[src/rtl/ks_ram_if.sv]
// ks_ram_if: CPU <-> memory responder bus for the K&S CPU.
//   Request channel : req_valid, req_ready, req_write, ram_addr, wr_data
//   Response channel: rd_data, rsp_valid (one-cycle strobe)
//   Side load port  : load_en, load_addr, load_data (boot/preload writes)
//   master = CPU / loader side, slave = memory responder side.
interface ks_ram_if #(
    parameter int unsigned ADDR_W = 5,
    parameter int unsigned DATA_W = 16
);
    logic              req_valid;
    logic              req_ready;
    logic              req_write;
    logic [ADDR_W-1:0] ram_addr;
    logic [DATA_W-1:0] wr_data;
    logic [DATA_W-1:0] rd_data;
    logic              rsp_valid;
    logic              load_en;
    logic [ADDR_W-1:0] load_addr;
    logic [DATA_W-1:0] load_data;

    modport master (
        output req_valid, req_write, ram_addr, wr_data,
        output load_en, load_addr, load_data,
        input  req_ready, rd_data, rsp_valid
    );

    modport slave (
        input  req_valid, req_write, ram_addr, wr_data,
        input  load_en, load_addr, load_data,
        output req_ready, rd_data, rsp_valid
    );
endinterface

[src/rtl/ks_ram_responder.sv]
// ks_ram_responder: DEPTH x DATA_W word RAM serving CPU read/write requests
// with a configurable read latency, plus a side load port for preloading.
// Ports:
//   clk  - rising-edge clock
//   rst  - asynchronous, active-high reset (RAM contents are kept)
//   bus  - ks_ram_if.slave: request/response channels and load port
// Timing: read accepted at edge N responds at edge N+READ_LATENCY; write
// accepted at edge N is acknowledged at edge N+1. rsp_valid is a 1-cycle pulse.
module ks_ram_responder #(
    parameter int unsigned ADDR_W       = 5,
    parameter int unsigned DATA_W       = 16,
    parameter int unsigned READ_LATENCY = 1
) (
    input  logic     clk,
    input  logic     rst,
    ks_ram_if.slave  bus
);
    localparam int unsigned DEPTH = 2 ** ADDR_W;
    localparam int unsigned CNT_W = 2;
    localparam logic [CNT_W-1:0] CNT_LOAD = CNT_W'(READ_LATENCY - 1);

    typedef enum logic [1:0] {
        IDLE    = 2'd0,
        RD_WAIT = 2'd1,
        WR_ACK  = 2'd2
    } state_e;

    state_e            state_q, state_d;
    logic [CNT_W-1:0]  cnt_q, cnt_d;
    logic [ADDR_W-1:0] addr_q, addr_d;
    logic [DATA_W-1:0] rd_data_q, rd_data_d;
    logic              rsp_valid_q, rsp_valid_d;
    logic [DATA_W-1:0] mem_q [DEPTH];

    logic accept_c;
    logic cpu_we_c;

    // Loads take the cycle: no new request is accepted while load_en is high.
    assign bus.req_ready = (state_q == IDLE) & ~bus.load_en & ~rst;
    assign accept_c      = bus.req_valid & bus.req_ready;
    assign cpu_we_c      = accept_c & bus.req_write;

    assign bus.rd_data   = rd_data_q;
    assign bus.rsp_valid = rsp_valid_q;

    // Single write port; load and CPU write are mutually exclusive via req_ready.
    always_ff @(posedge clk) begin
        if (bus.load_en) begin
            mem_q[bus.load_addr] <= bus.load_data;
        end else if (cpu_we_c) begin
            mem_q[bus.ram_addr] <= bus.wr_data;
        end
    end

    // State and output registers.
    always_ff @(posedge clk or posedge rst) begin
        if (rst) begin
            state_q     <= IDLE;
            cnt_q       <= '0;
            addr_q      <= '0;
            rd_data_q   <= '0;
            rsp_valid_q <= 1'b0;
        end else begin
            state_q     <= state_d;
            cnt_q       <= cnt_d;
            addr_q      <= addr_d;
            rd_data_q   <= rd_data_d;
            rsp_valid_q <= rsp_valid_d;
        end
    end

    // Next-state logic. The RAM is read at the response edge, so a load
    // landing on that same edge is not yet visible in the returned word.
    always_comb begin
        state_d     = state_q;
        cnt_d       = cnt_q;
        addr_d      = addr_q;
        rd_data_d   = rd_data_q;
        rsp_valid_d = 1'b0;
        case (state_q)
            IDLE: begin
                if (accept_c) begin
                    if (bus.req_write) begin
                        state_d = WR_ACK;
                    end else begin
                        addr_d  = bus.ram_addr;
                        cnt_d   = CNT_LOAD;
                        state_d = RD_WAIT;
                    end
                end
            end
            RD_WAIT: begin
                if (cnt_q != '0) begin
                    cnt_d = cnt_q - CNT_W'(1);
                end else begin
                    rd_data_d   = mem_q[addr_q];
                    rsp_valid_d = 1'b1;
                    state_d     = IDLE;
                end
            end
            WR_ACK: begin
                rsp_valid_d = 1'b1;
                state_d     = IDLE;
            end
            default: begin
                state_d = IDLE;
            end
        endcase
    end
endmodule

[src/flat_wrapper.sv]
// flat-port wrapper written by rule: the top's interface ports become plain ports
module ks_ram_responder_flat 
#(
    parameter int unsigned ADDR_W       = 5,
    parameter int unsigned DATA_W       = 16,
    parameter int unsigned READ_LATENCY = 1
)
  (clk, rst, bus_req_valid, bus_req_write, bus_ram_addr, bus_wr_data, bus_load_en, bus_load_addr, bus_load_data, bus_req_ready, bus_rd_data, bus_rsp_valid);
  ks_ram_if #(.ADDR_W(ADDR_W), .DATA_W(DATA_W)) bus_i ();
  input  logic clk;
  input  logic rst;
  input wire logic [$bits(bus_i.req_valid)-1:0] bus_req_valid;
  input wire logic [$bits(bus_i.req_write)-1:0] bus_req_write;
  input wire logic [$bits(bus_i.ram_addr)-1:0] bus_ram_addr;
  input wire logic [$bits(bus_i.wr_data)-1:0] bus_wr_data;
  input wire logic [$bits(bus_i.load_en)-1:0] bus_load_en;
  input wire logic [$bits(bus_i.load_addr)-1:0] bus_load_addr;
  input wire logic [$bits(bus_i.load_data)-1:0] bus_load_data;
  output wire logic [$bits(bus_i.req_ready)-1:0] bus_req_ready;
  output wire logic [$bits(bus_i.rd_data)-1:0] bus_rd_data;
  output wire logic [$bits(bus_i.rsp_valid)-1:0] bus_rsp_valid;
  assign bus_i.req_valid = bus_req_valid;
  assign bus_i.req_write = bus_req_write;
  assign bus_i.ram_addr = bus_ram_addr;
  assign bus_i.wr_data = bus_wr_data;
  assign bus_i.load_en = bus_load_en;
  assign bus_i.load_addr = bus_load_addr;
  assign bus_i.load_data = bus_load_data;
  assign bus_req_ready = bus_i.req_ready;
  assign bus_rd_data = bus_i.rd_data;
  assign bus_rsp_valid = bus_i.rsp_valid;
  ks_ram_responder #(.ADDR_W(ADDR_W), .DATA_W(DATA_W), .READ_LATENCY(READ_LATENCY)) u_core (.clk(clk), .rst(rst), .bus(bus_i));
endmodule
[config.mk]
export PLATFORM = sky130hd
export DESIGN_NAME = ks_ram_responder_flat
export DESIGN_NICKNAME = d
export VERILOG_FILES = /design/src/rtl/ks_ram_if.sv /design/src/rtl/ks_ram_responder.sv /design/src/flat_wrapper.sv
export SDC_FILE = /design/constraint.sdc
export NUM_CORES = 1
export LEC_CHECK = 0
export BUFFER_PORTS_ARGS = -buffer_cell sky130_fd_sc_hd__buf_2
export CORE_ASPECT_RATIO = 1.2
export CORE_MARGIN = 2
export CORE_UTILIZATION = 35
export CTS_BUF_LIST = sky130_fd_sc_hd__clkbuf_8
export DETAILED_ROUTE_END_ITERATION = 10
export HOLD_SLACK_MARGIN = 0.1
export SETUP_SLACK_MARGIN = 0.2
export SLEW_MARGIN = 20
export SYNTH_ARGS = -nofsm -noshare
export SYNTH_HDL_FRONTEND = slang
export SYNTH_SLANG_ARGS = --single-unit
[constraint.sdc]
create_clock -name clk -period 3.2 [get_ports clk]
set_input_delay 0.32 -clock clk [delete_from_list [all_inputs] [get_ports clk]]
set_output_delay 0.32 -clock clk [all_outputs]
set_load 0.005 [all_outputs]
==> metrics.md, run 1 <==
| Metric | Value |
|---|---|
| Final hold violations | `0` |
| Buffers and inverters on the worst path | `2` |
| Avg Vias per Cell | `slightly above 5` |
| Core Region | `60900 um^2` |
| Slew Viols, Final | `0` |
| Min Tclk post-route | `about 2.8 ns` |
| Max rail drop VDD | `0.382 mV` |
| Post-route worst setup slack | `0.384 ns` |
| Setup violators final | `0` |
| Syn Nets | `approximately 1300` |
| Ys async rst share | `0.0483` |
| Hold Crit Class | `in2reg` |
| Lkg Pwr | `~8.8 nW` |
| Starting density of the core | `0.354` |
| Netlist cell types | `42` |
| Layout cells sized above 1 | `0.199` |
| # IOs | `between 60 and 70` |
| Status | `finished clean` |
| Number of setup buffers added after CTS | `0` |
| Crit end category | `flip-flop` |
| Area of placed instances | `approximately 23000 um^2` |
| IO Port Bufs | `between 60 and 70` |
| DRC viols | `0` |
| RSZ-0062 raised after global routing | `no` |
| Worst Clk Skew | `about 0.018 ns` |
| Design area | `between 20000 and 25000 um^2` |
| Layout Nets | `between 1000 and 1500` |
| Max Cap Viol | `0` |
| DR WL/cell | `23.2 um` |
| DR vias | `11800` |
| Average size of a mapped cell | `17.4 um^2` |
| EDFF count, synth | `512` |
| R2R Setup Slk | `about 0.38 ns` |
| Crit Path Max Fanout | `16` |
| Gr ovfl total | `0` |
| Pin count of the biggest net entering global routing | `65` |
| H-tree depth | `3` |
| #FFs+latches synth | `538` |
| Filler cells | `~5500` |
| Post-Route Setup TNS | `0 ns` |
| Mapped Cells | `between 1000 and 1500` |
| Most frequent cells in the layout | `edfxtp_1 (512), mux2i_1 (256), clkbuf_8 (85)` |
| GRT Util Overall | `0.165` |
| Period utilisation layout | `0.880` |
| Rows | `99` |
| Routability congestion estimate from global placement | `0.862` |
| Post-DP HPWL | `33300 um` |
| Crit path cell chain | `inv_1 -> ha_1 -> and4bb_1 -> and2_1 -> nand3_1 -> o22a_1 -> nor2_1 -> buf_4` |
| Die width | `approximately 230 um` |
| Mapped Area | `approximately 22000 um^2` |
| First-pass GRT wire length | `between 70000 and 80000 um` |
| Worst skew pair latency | `approximately 0.63 ns` |
| TritonCTS clock tree | `yes` |
| Crit path max-delay cell type | `dfrtp_1` |
| Die H | `around 280 um` |
| Post-Route WL | `53100 um` |
| Critical path type | `reg2reg` |
| PwrDens | `a little under 800 nW/um^2` |
| First-pass DRT Iterations | `5` |
| Full die area | `approximately 64000 um^2` |
| Vias in the first global route | `roughly 12000` |
| Slew margin rel. | `0.448` |
| Top delay family on crit path | `simple AND/OR/NAND/NOR gates` |
| Critical Path AT | `roughly 3.1 ns` |
| Yosys warns | `0` |
| Slew at the pin with the worst max-slew slack | `approximately 0.83 ns` |
| Clk buf depth | `3` |
| Antenna-violating nets left | `0` |
| Area Overhead vs Synth | `14.8%` |
| CTS buffer count | `79` |
| Ys flop type | `edfxtp_1` |
| Clock Pin Slew Worst Setup and Hold Paths | `0.06 ns` |
| CTS Sinks | `about 540` |
| CP Launch Type | `flip-flop` |
| Most common cell after layout, fill and taps aside | `edfxtp_1` |
| DR iter-0 viols | `903` |
| Critical path's largest stage delay | `0.38 ns` |
| Place WS | `between 0.3 and 0.4 ns` |
| Initial antenna violation count | `5` |
| Clk Tree Root Cell | `clkbuf_8` |
| Fmax | `355 MHz` |
| CP Data Required Time | `between 3 and 4 ns` |
| Sequential share of the synthesized area | `0.742` |
worst paths after layout:
| check | startpoint | end | depth (start not counted) |
|---|---|---|---|
| setup / recovery | u_core.state_q[1] | u_core.mem_q[15][12] | 8 |
| hold / removal | bus_req_write | u_core.state_q[1] | 5 |
| setup reg to reg | u_core.state_q[1] | u_core.mem_q[15][12] | 8 |
| hold reg to reg | u_core.bus.rd_data[9] | u_core.bus.rd_data[9] | 2 |
| max in group asynchronous | rst | u_core.addr_q[0] | 3 |
| min in group asynchronous | rst | u_core.cnt_q[0] | 3 |
cell usage after synthesis, types with 4 or more instances:
master,number,area (um^2)
nor2_1,33,124
mux2_2,5,56.3
dfrtp_1,26,651
a221oi_1,23,201
o21ai_0,5,25.0
buf_2,13,65.1
mux2i_1,256,2560
o22ai_1,16,100
nor3_1,6,30.0
edfxtp_1,512,15400
a22o_1,33,289
a22oi_1,65,488
o22a_1,4,35.0
buf_1,7,26.3
a221oi_2,9,135
buf_4,18,135
a21oi_1,45,225
nand2_1,74,278
nor2b_1,5,31.3
nand3_1,4,20.0
buf_6,7,78.8
inv_1,8,30.0
ha_1,4,50.1
clkbuf_1,22,82.6
o41ai_2,14,228
routing by layer:
layer	track usage	share of wire	vias to the layer above	wire (um)
li1	-	-	5339	-
met1	0.213	0.42	5953	22300
met2	0.277	0.49	383	26200
met3	0.0278	0.055	94	2910
met4	0.0668	0.031	2	1640
met5	0	0.00030	-	16
report_power, final:
part	internal (mW)	total (mW)	switching (mW)
clock	2.61	5.12	2.51
sequential	8.01	8.25	0.248
combinational	2.36	6.01	3.64
logic make-up after synthesis:
family,count (synthesis),synth area share
mux,261,0.121
fa+ha+maj,4,0.00232
buf+inv,79,0.0224
simple gates,139,0.0283
flops,538,0.742
compound gates,223,0.0834
what timing repair did:
action                                  in CTS  in global routing
gates resized for setup                      0                  2
hold buffers                                 6                  0
endpoints found under the hold margin       31                  0
endpoints found under the setup margin       0                200
registers in the layout, summed over array words and instances, names as in the netlist:
signal                flops
u_core.mem_q            512
u_core.bus.rd_data       16
u_core.addr_q             5
u_core.cnt_q              2
u_core.state_q            2
u_core.bus.rsp_valid      1
tightest hold or removal path: cells and delay by family:
| kind | cells | cell delay (ns) |
|---|---|---|
| AOI/OAI and AO/OA | 2 | 0.16 |
| buffers and inverters | 1 | 0.17 |
| and+or+nand+nor | 2 | 0.13 |
cell type report:
class / count / area [um^2] / share of cell area
antenna: 1 / 2.50 / 0.000101
clock buffer: 85 / 1170 / 0.0472
clock inverter: 58 / 292 / 0.0118
inverter: 8 / 30.0 / 0.00121
multi-input combinational: 627 / 5130 / 0.207
sequential: 538 / 16000 / 0.647
tap: 808 / 1010 / 0.0408
timing repair buffer: 159 / 1110 / 0.0448
metrics by stage:
stage	util	total power [mW]	hold WS, ns	cells
global route	0.407	20.2	0.208	2284
finish	0.407	19.4	0.197	2284
CTS	0.406	19.6	0.128	2283
global placement	0.381	14.4	0.471	2134
floorplan	-	12.3	0.360	1244
detailed placement	0.381	14.4	0.474	2134
No activity file was read; power rests on OpenSTA's default activity.
==> run 2, diff against run 1 <==
Settings changed: ABC_AREA from default to 1.
==> metrics.md, run 2 <==
| Metric | Value |
|---|---|
| Status | `finished clean` |
| Area Overhead vs Synth | `15.0%` |
| Rows | `100 (+1.0%)` |
| Synth cell count leaders | `nand2_1 (693), edfxtp_1 (512), nand3_1 (433), buf_2 (59), nor2_1 (40)` |
| Most common cell in the synthesized netlist | `nand2_1` |
| Sequential share of the synthesized area | `0.729 (-0.0131)` |
| Clock Pin Slew Worst Setup and Hold Paths | `0.06 ns (about the same)` |
| Crit path cell chain | `inv_1 -> ha_1 -> inv_2 -> nor3_4 -> nand3_4 -> nand2_1 -> o21ai_2 -> inv_1 -> nand3_2 -> nor2_1 -> buf_4` |
| First-pass DRT Iterations | `6 (+1)` |
| Antenna-violating nets left | `0 (unchanged)` |
| Yosys warns | `0 (unchanged)` |
| First-pass GRT wire length | `85300 um (+9.6%)` |
| Fmax | `370 MHz (+4.1%)` |
| DRC viols | `0 (unchanged)` |
| Core Region | `62100 um^2 (+1.8%)` |
| DR vias | `14500 (+24%)` |
| Slew Viols, Final | `0 (unchanged)` |
| RSZ-0062 raised after global routing | `no` |
| Die width | `233 um (+0.88%)` |
| Max rail drop VDD | `0.443 mV (+16%)` |
| Post-DP HPWL | `34800 um (+4.4%)` |
| Top delay family on crit path | `simple AND/OR/NAND/NOR gates` |
| Starting density of the core | `0.354 (about the same)` |
| Vias in the first global route | `14300 (+19%)` |
| PwrDens | `817 nW/um^2 (+4.4%)` |
| Worst skew pair latency | `0.66 ns (+0.03 ns)` |
| Most common cell after layout, fill and taps aside | `nand2_1` |
| Max Cap Viol | `0 (unchanged)` |
| Setup violators final | `0 (unchanged)` |
| Period utilisation layout | `0.845 (-0.0346)` |
| CP Data Required Time | `3.53 ns (+0.03 ns)` |
| Largest register by flop count | `u_core.mem_q` |
| Top-area cell type share of the netlist area | `0.699 (-0.0126)` |
| Critical Path AT | `3.03 ns (-0.09 ns)` |
| Hold Crit Class | `in2reg` |
| Layout cells sized above 1 | `0.139 (-0.0600)` |
| Mapped Cells | `1887 (+52%)` |
| Ys async rst share | `0.0483 (unchanged)` |
| GRT Util Overall | `0.176 (+0.0103)` |
| Layout Nets | `2058 (+41%)` |
| # resized after CTS | `0 (unchanged)` |
| Mux cell area share after synthesis | `0.00820 (-0.113)` |
| Core Util, Final | `0.407 (+0.000713)` |
| Pin count of the biggest net entering global routing | `129 (+98%)` |
| CP Launch Type | `flip-flop` |
| IO Port Bufs | `64 (unchanged)` |
| CTS Sinks | `538 (unchanged)` |
| Clk buf depth | `3 (unchanged)` |
| Post-Route WL | `56800 um (+7.1%)` |
| Average size of a mapped cell | `11.6 um^2 (-33%)` |
| Worst Clk Skew | `0.0203 ns (+0.00259 ns)` |
| Largest family of logic cells by synthesized area | `simple AND/OR/NAND/NOR gates` |
| Largest area contributor in the netlist | `edfxtp_1` |
| EDFF count, synth | `512 (unchanged)` |
| Area contributors post-synth | `edfxtp_1 (70%), nand2_1 (12%), nand3_1 (9.9%)` |
| Most frequent cells in the layout | `nand2_1 (693), edfxtp_1 (512), nand3_1 (433)` |
| Die H | `279 um (+0.88%)` |
| Min Tclk post-route | `2.71 ns (-0.111 ns)` |
| Hold Buf Count CTS | `8 (+2)` |
| Buffers and inverters on the worst path | `4 (+2)` |
| Crit Path Max Fanout | `16 (unchanged)` |
| Post-Route Setup TNS | `0 ns (unchanged)` |
| Gr ovfl total | `0 (unchanged)` |
| # IOs | `65 (unchanged)` |
| Simple-Gate Fraction of Synth Area | `0.228 (+0.200)` |
| Critical Path Most Common Cell | `inv_1` |
| Netlist cell types | `27 (-36%)` |
| CTS buffer count | `85 (+7.6%)` |
| Clk Tree Root Cell | `clkbuf_8` |
| Compound-gate portion of the synthesized area | `0.00490 (-0.0786)` |
| TritonCTS clock tree | `yes` |
| Critical path type | `reg2reg` |
| Critical path's largest stage delay | `0.39 ns (about the same)` |
| Syn Nets | `1938 (+50%)` |
| Post-Synth XOR/XNOR Area | `0 (unchanged)` |
| H-tree depth | `3 (unchanged)` |
| Final hold violations | `0 (unchanged)` |
| Avg Vias per Cell | `5.03 (-2.5%)` |
| Initial antenna violation count | `1 (-4)` |
| Crit path max-delay cell type | `dfrtp_1` |
| Routability congestion estimate from global placement | `0.876 (+1.7%)` |
| DR WL/cell | `19.6 um (-15%)` |
| #FFs+latches synth | `538 (unchanged)` |
| Number of setup buffers added after CTS | `0 (unchanged)` |
| Crit end category | `flip-flop` |
| Lkg Pwr | `9.42 nW (+7.6%)` |
| Full die area | `64800 um^2 (+1.8%)` |
| DR iter-0 viols | `1449 (+60%)` |
| Mapped Area | `22000 um^2 (+1.8%)` |
| Adder-cell area share of the yosys netlist | `0.00228 (-0.0000410)` |
| Ys flop type | `edfxtp_1` |
| Max reg flops | `512 (unchanged)` |
| Slew at the pin with the worst max-slew slack | `0.865 ns (+0.0384 ns)` |
| Slew margin rel. | `0.424 (-0.0244)` |
## run 2: area by class of cell
cell class | instances | area, um^2
antenna | 1 | 2.50
clock buffer | 93 | 1280
clock inverter | 64 | 360
fill | 5897 | 36800
inverter | 24 | 97.6
multi-input combinational | 1212 | 5350
sequential | 538 | 16000
tap | 816 | 1020
timing repair buffer | 146 | 1130
## run 2: through the flow
step | instances | hold slack [ns] | setup WS (ns) | power (mW) | instance area (um^2)
after floorplan | 1887 | 0.360 | 0.529 | 12.8 | 22000
after global placement | 2728 | 0.398 | 0.627 | 15.1 | 23600
after detailed placement | 2728 | 0.405 | 0.542 | 15.2 | 23600
after CTS | 2893 | 0.177 | 0.532 | 20.8 | 25300
after global routing | 2894 | 0.255 | 0.348 | 21.8 | 25300
final | 2894 | 0.222 | 0.494 | 20.6 | 25300
## run 2: routing by layer
layer,share of wire,wire (um),GRT usage,vias to the layer above
met3,0.058,3280,0.0266,104
met5,0,0,0,-
met1,0.42,24100,0.234,7106
met2,0.49,27700,0.288,491
li1,-,-,-,6845
met4,0.030,1720,0.0689,0
## run 2: cell families (layout without fill, tap and decap cells)
group,after synthesis,in the layout
buffers and inverters,137,327
adder cells (fa/ha/maj),4,4
other,0,1
AND/OR/NAND/NOR,1175,1175
flip-flops,538,538
multiplexers,16,16
AO/OA/AOI/OAI,17,17
## run 2: worst paths after layout
check                                       from               endpoint  slack [ns]  cells past startpoint
max                            u_core.state_q[0]   u_core.mem_q[23][14]        0.49                     11
min                                bus_req_valid      u_core.state_q[1]        0.22                      4
max reg2reg                    u_core.state_q[0]   u_core.mem_q[23][14]        0.49                     11
min reg2reg                u_core.bus.rd_data[7]  u_core.bus.rd_data[7]        0.48                      2
max in group asynchronous                    rst        u_core.cnt_q[0]        2.24                      4
min in group asynchronous                    rst       u_core.addr_q[4]        0.28                      3
## run 2: worst register-to-register path, stage by stage (launching register included)
cell and delay (ns):
dfrtp_1 0.39, inv_1 0.11, ha_1 0.23, inv_2 0.07, nor3_4 0.20, nand3_4 0.26
nand2_1 0.15, o21ai_2 0.09, inv_1 0.11, nand3_2 0.29, nor2_1 0.21, buf_4 0.28
## run 2: where the power goes
part           internal (mW)  switching [mW]  total [mW]
logic                   1.98            4.85        6.83
clock network           2.93            2.67        5.60
registers               8.00           0.219        8.22
total                   12.9            7.74        20.6
==> run 3, diff against run 2 <==
Clock period 3.2 ns to 2.5 ns, I/O delays scaled along.
==> metrics.md, run 3 (synthesized netlist as in run 2, its figures left out) <==
| Metric | Value |
|---|---|
| Status | `finished clean` |
| Tot Pwr | `26.8 mW (+30%)` |
| Max rail drop VDD | `0.845 mV (+91%)` |
| Reg2Reg Capture Point | `u_core.mem_q[29][0]` |
| Worst R2R Path Depth | `11 (unchanged)` |
| Largest register by flop count | `u_core.mem_q` |
| Slew Viols, Final | `0 (unchanged)` |
| Crit Path Max Fanout | `8 (-8)` |
| H-tree depth | `3 (unchanged)` |
| IO Port Bufs | `64 (unchanged)` |
| PwrDens | `1000 nW/um^2 (+23%)` |
| Post-route worst setup slack | `0.0993 ns (-0.395 ns)` |
| HP Start | `bus_wr_data[13]` |
| Full die area | `64800 um^2 (unchanged)` |
| DR WL/cell | `20.4 um (+3.7%)` |
| Starting density of the core | `0.354 (unchanged)` |
| Clk buf depth | `3 (unchanged)` |
| Period utilisation layout | `0.960 (+0.115)` |
| Fmax | `417 MHz (+13%)` |
| Worst Clk Skew | `0.0217 ns (+0.00139 ns)` |
| Avg Vias per Cell | `5.05 (+0.50%)` |
| Layout cells sized above 1 | `0.183 (+0.0439)` |
| Most frequent cells in the layout | `nand2_1 (681), edfxtp_1 (512), nand3_1 (433)` |
| First-pass DRT Iterations | `6 (unchanged)` |
| Die H | `279 um (unchanged)` |
| TritonCTS clock tree | `yes` |
| Pin count of the biggest net entering global routing | `65 (-50%)` |
| Rows | `100 (unchanged)` |
| Min Tclk post-route | `2.40 ns (-0.305 ns)` |
| Vias in the first global route | `14800 (+3.1%)` |
| WHS Path Cells | `3 (-1)` |
| Critical Path AT | `2.76 ns (-0.27 ns)` |
| Routability congestion estimate from global placement | `0.854 (-2.5%)` |
| RSZ-0062 raised after global routing | `yes` |
| Post-DP HPWL | `37100 um (+6.6%)` |
| Worst skew pair latency | `0.65 ns (about the same)` |
| DR vias | `14900 (+2.2%)` |
| Max Cap Viol | `0 (unchanged)` |
| Crit end category | `flip-flop` |
| R2R Setup Slk | `0.1 ns (-0.40 ns)` |
| Place WS | `-0.0108 ns (-0.553 ns)` |
| Core Util, Final | `0.432 (+0.0245)` |
| Clk Tree Root Cell | `clkbuf_8` |
| GRT Util Overall | `0.184 (+0.00853)` |
| Critical path type | `reg2reg` |
| Max reg flops | `512 (unchanged)` |
| Hold Crit Class | `in2reg` |
| CP Launch Type | `flip-flop` |
| DR iter-0 viols | `1467 (+1.2%)` |
| Area Overhead vs Synth | `21.9%` |
| Filler cells | `5775 (-2.1%)` |
| CTS buffer count | `83 (-2.4%)` |
| Post-Route Setup TNS | `0 ns (unchanged)` |
| Most common cell after layout, fill and taps aside | `nand2_1` |
| CP Data Required Time | `2.86 ns (-0.67 ns)` |
| Antenna-violating nets left | `0 (unchanged)` |
| Initial antenna violation count | `1 (unchanged)` |
| RR Startpoint | `u_core.state_q[1]` |
| Slew at the pin with the worst max-slew slack | `0.856 ns (-0.00837 ns)` |
| Post-Route WL | `59900 um (+5.4%)` |
| Layout Nets | `2111 (+2.6%)` |
| Worst Hold Endpoint | `u_core.mem_q[6][13]` |
| First-pass GRT wire length | `88500 um (+3.7%)` |
| Lkg Pwr | `9.97 nW (+5.8%)` |
| DRC viols | `0 (unchanged)` |
| Clock Pin Slew Worst Setup and Hold Paths | `0.06 ns (about the same)` |
| Final hold violations | `0 (unchanged)` |
| CTS Sinks | `538 (unchanged)` |
| Setup violators final | `0 (unchanged)` |
| Core Region | `62100 um^2 (unchanged)` |
| Die width | `233 um (unchanged)` |
| Gr ovfl total | `0 (unchanged)` |
| Slew margin rel. | `0.428 (+0.00495)` |
| # IOs | `65 (unchanged)` |
==> run 3: cell types whose count changed in the layout (fill, tap and decap cells not counted), sizes merged <==
cell / before / now
bufinv: 3 / 2
clkbuf: 93 / 92
buf: 138 / 187
clkinv: 39 / 28
dlygate4sd3: 8 / 9
inv: 44 / 55
==> run 3: critical path, cell delays in order, from the launching register on <==
cell and delay, ns:
dfrtp_1 0.39, inv_2 0.08, ha_4 0.15, inv_4 0.04
nor3_4 0.16, nand3_4 0.20, buf_6 0.19, o21ai_4 0.24
buf_6 0.15, nand2_4 0.10, nor2_4 0.21, clkbuf_16 0.19
==> run 3: repair_timing <==
item                                    CTS  global route
gates resized for setup                  70            22
setup endpoints to repair              1024          1033
hold buffers                              9             0
endpoints found under the hold margin    21             0
buffers inserted                         12             5
gates cloned                              4             5
pin swaps                                 8            13
==> run 3: metrics by stage <==
step	std cells	instance area, um^2	hold slack (ns)
floorplan	1887	22100	0.290
global placement	2756	24500	0.467
detailed placement	2756	24500	0.470
CTS	2931	26500	0.141
global route	2942	26800	0.194
finish	2942	26800	0.188
==> run 3: report_power, final <==
group          internal (mW)  leakage [nW]  switching (mW)
Sequential              10.2          4.94           0.282
Combinational           3.03          4.13            6.55
Clock                   3.43         0.901            3.32
==> run 3: cell type report <==
cell class	instances	area, um^2	share of cell area
Multi-Input combinational cell	1212	5720	0.214
Tap cell	816	1020	0.0381
Timing Repair Buffer	201	2400	0.0896
Clock inverter	63	313	0.0117
Antenna cell	1	2.50	0.0000934
Clock buffer	87	1200	0.0447
Inverter	24	103	0.00383
Sequential cell	538	16000	0.598
==> run 3: worst max path at each step <==
stage / start / to / slack, ns / cells after the start
6_report: u_core.state_q[1] / u_core.mem_q[29][0] / 0.1 / 11
5_1_grt: u_core.state_q[0] / u_core.mem_q[1][9] / 0.01 / 13
4_1_cts: u_core.state_q[0] / u_core.mem_q[24][11] / 0.14 / 11
3_5_place_dp: u_core.state_q[0] / u_core.mem_q[26][9] / -0.01 / 11
3_3_place_gp: u_core.state_q[0] / u_core.mem_q[26][10] / 0.04 / 11
2_1_floorplan: u_core.state_q[0] / u_core.mem_q[23][0] / 0.03 / 11
==> run 3: routing by layer <==
metal | share of wire | wire, um | global-route usage | vias to the layer above
met3 | 0.061 | 3630 | 0.0266 | 128
met4 | 0.037 | 2240 | 0.0862 | 0
met2 | 0.50 | 29800 | 0.309 | 514
li1 | - | - | - | 6959
met1 | 0.40 | 24200 | 0.234 | 7260
met5 | 0 | 0 | 0 | -
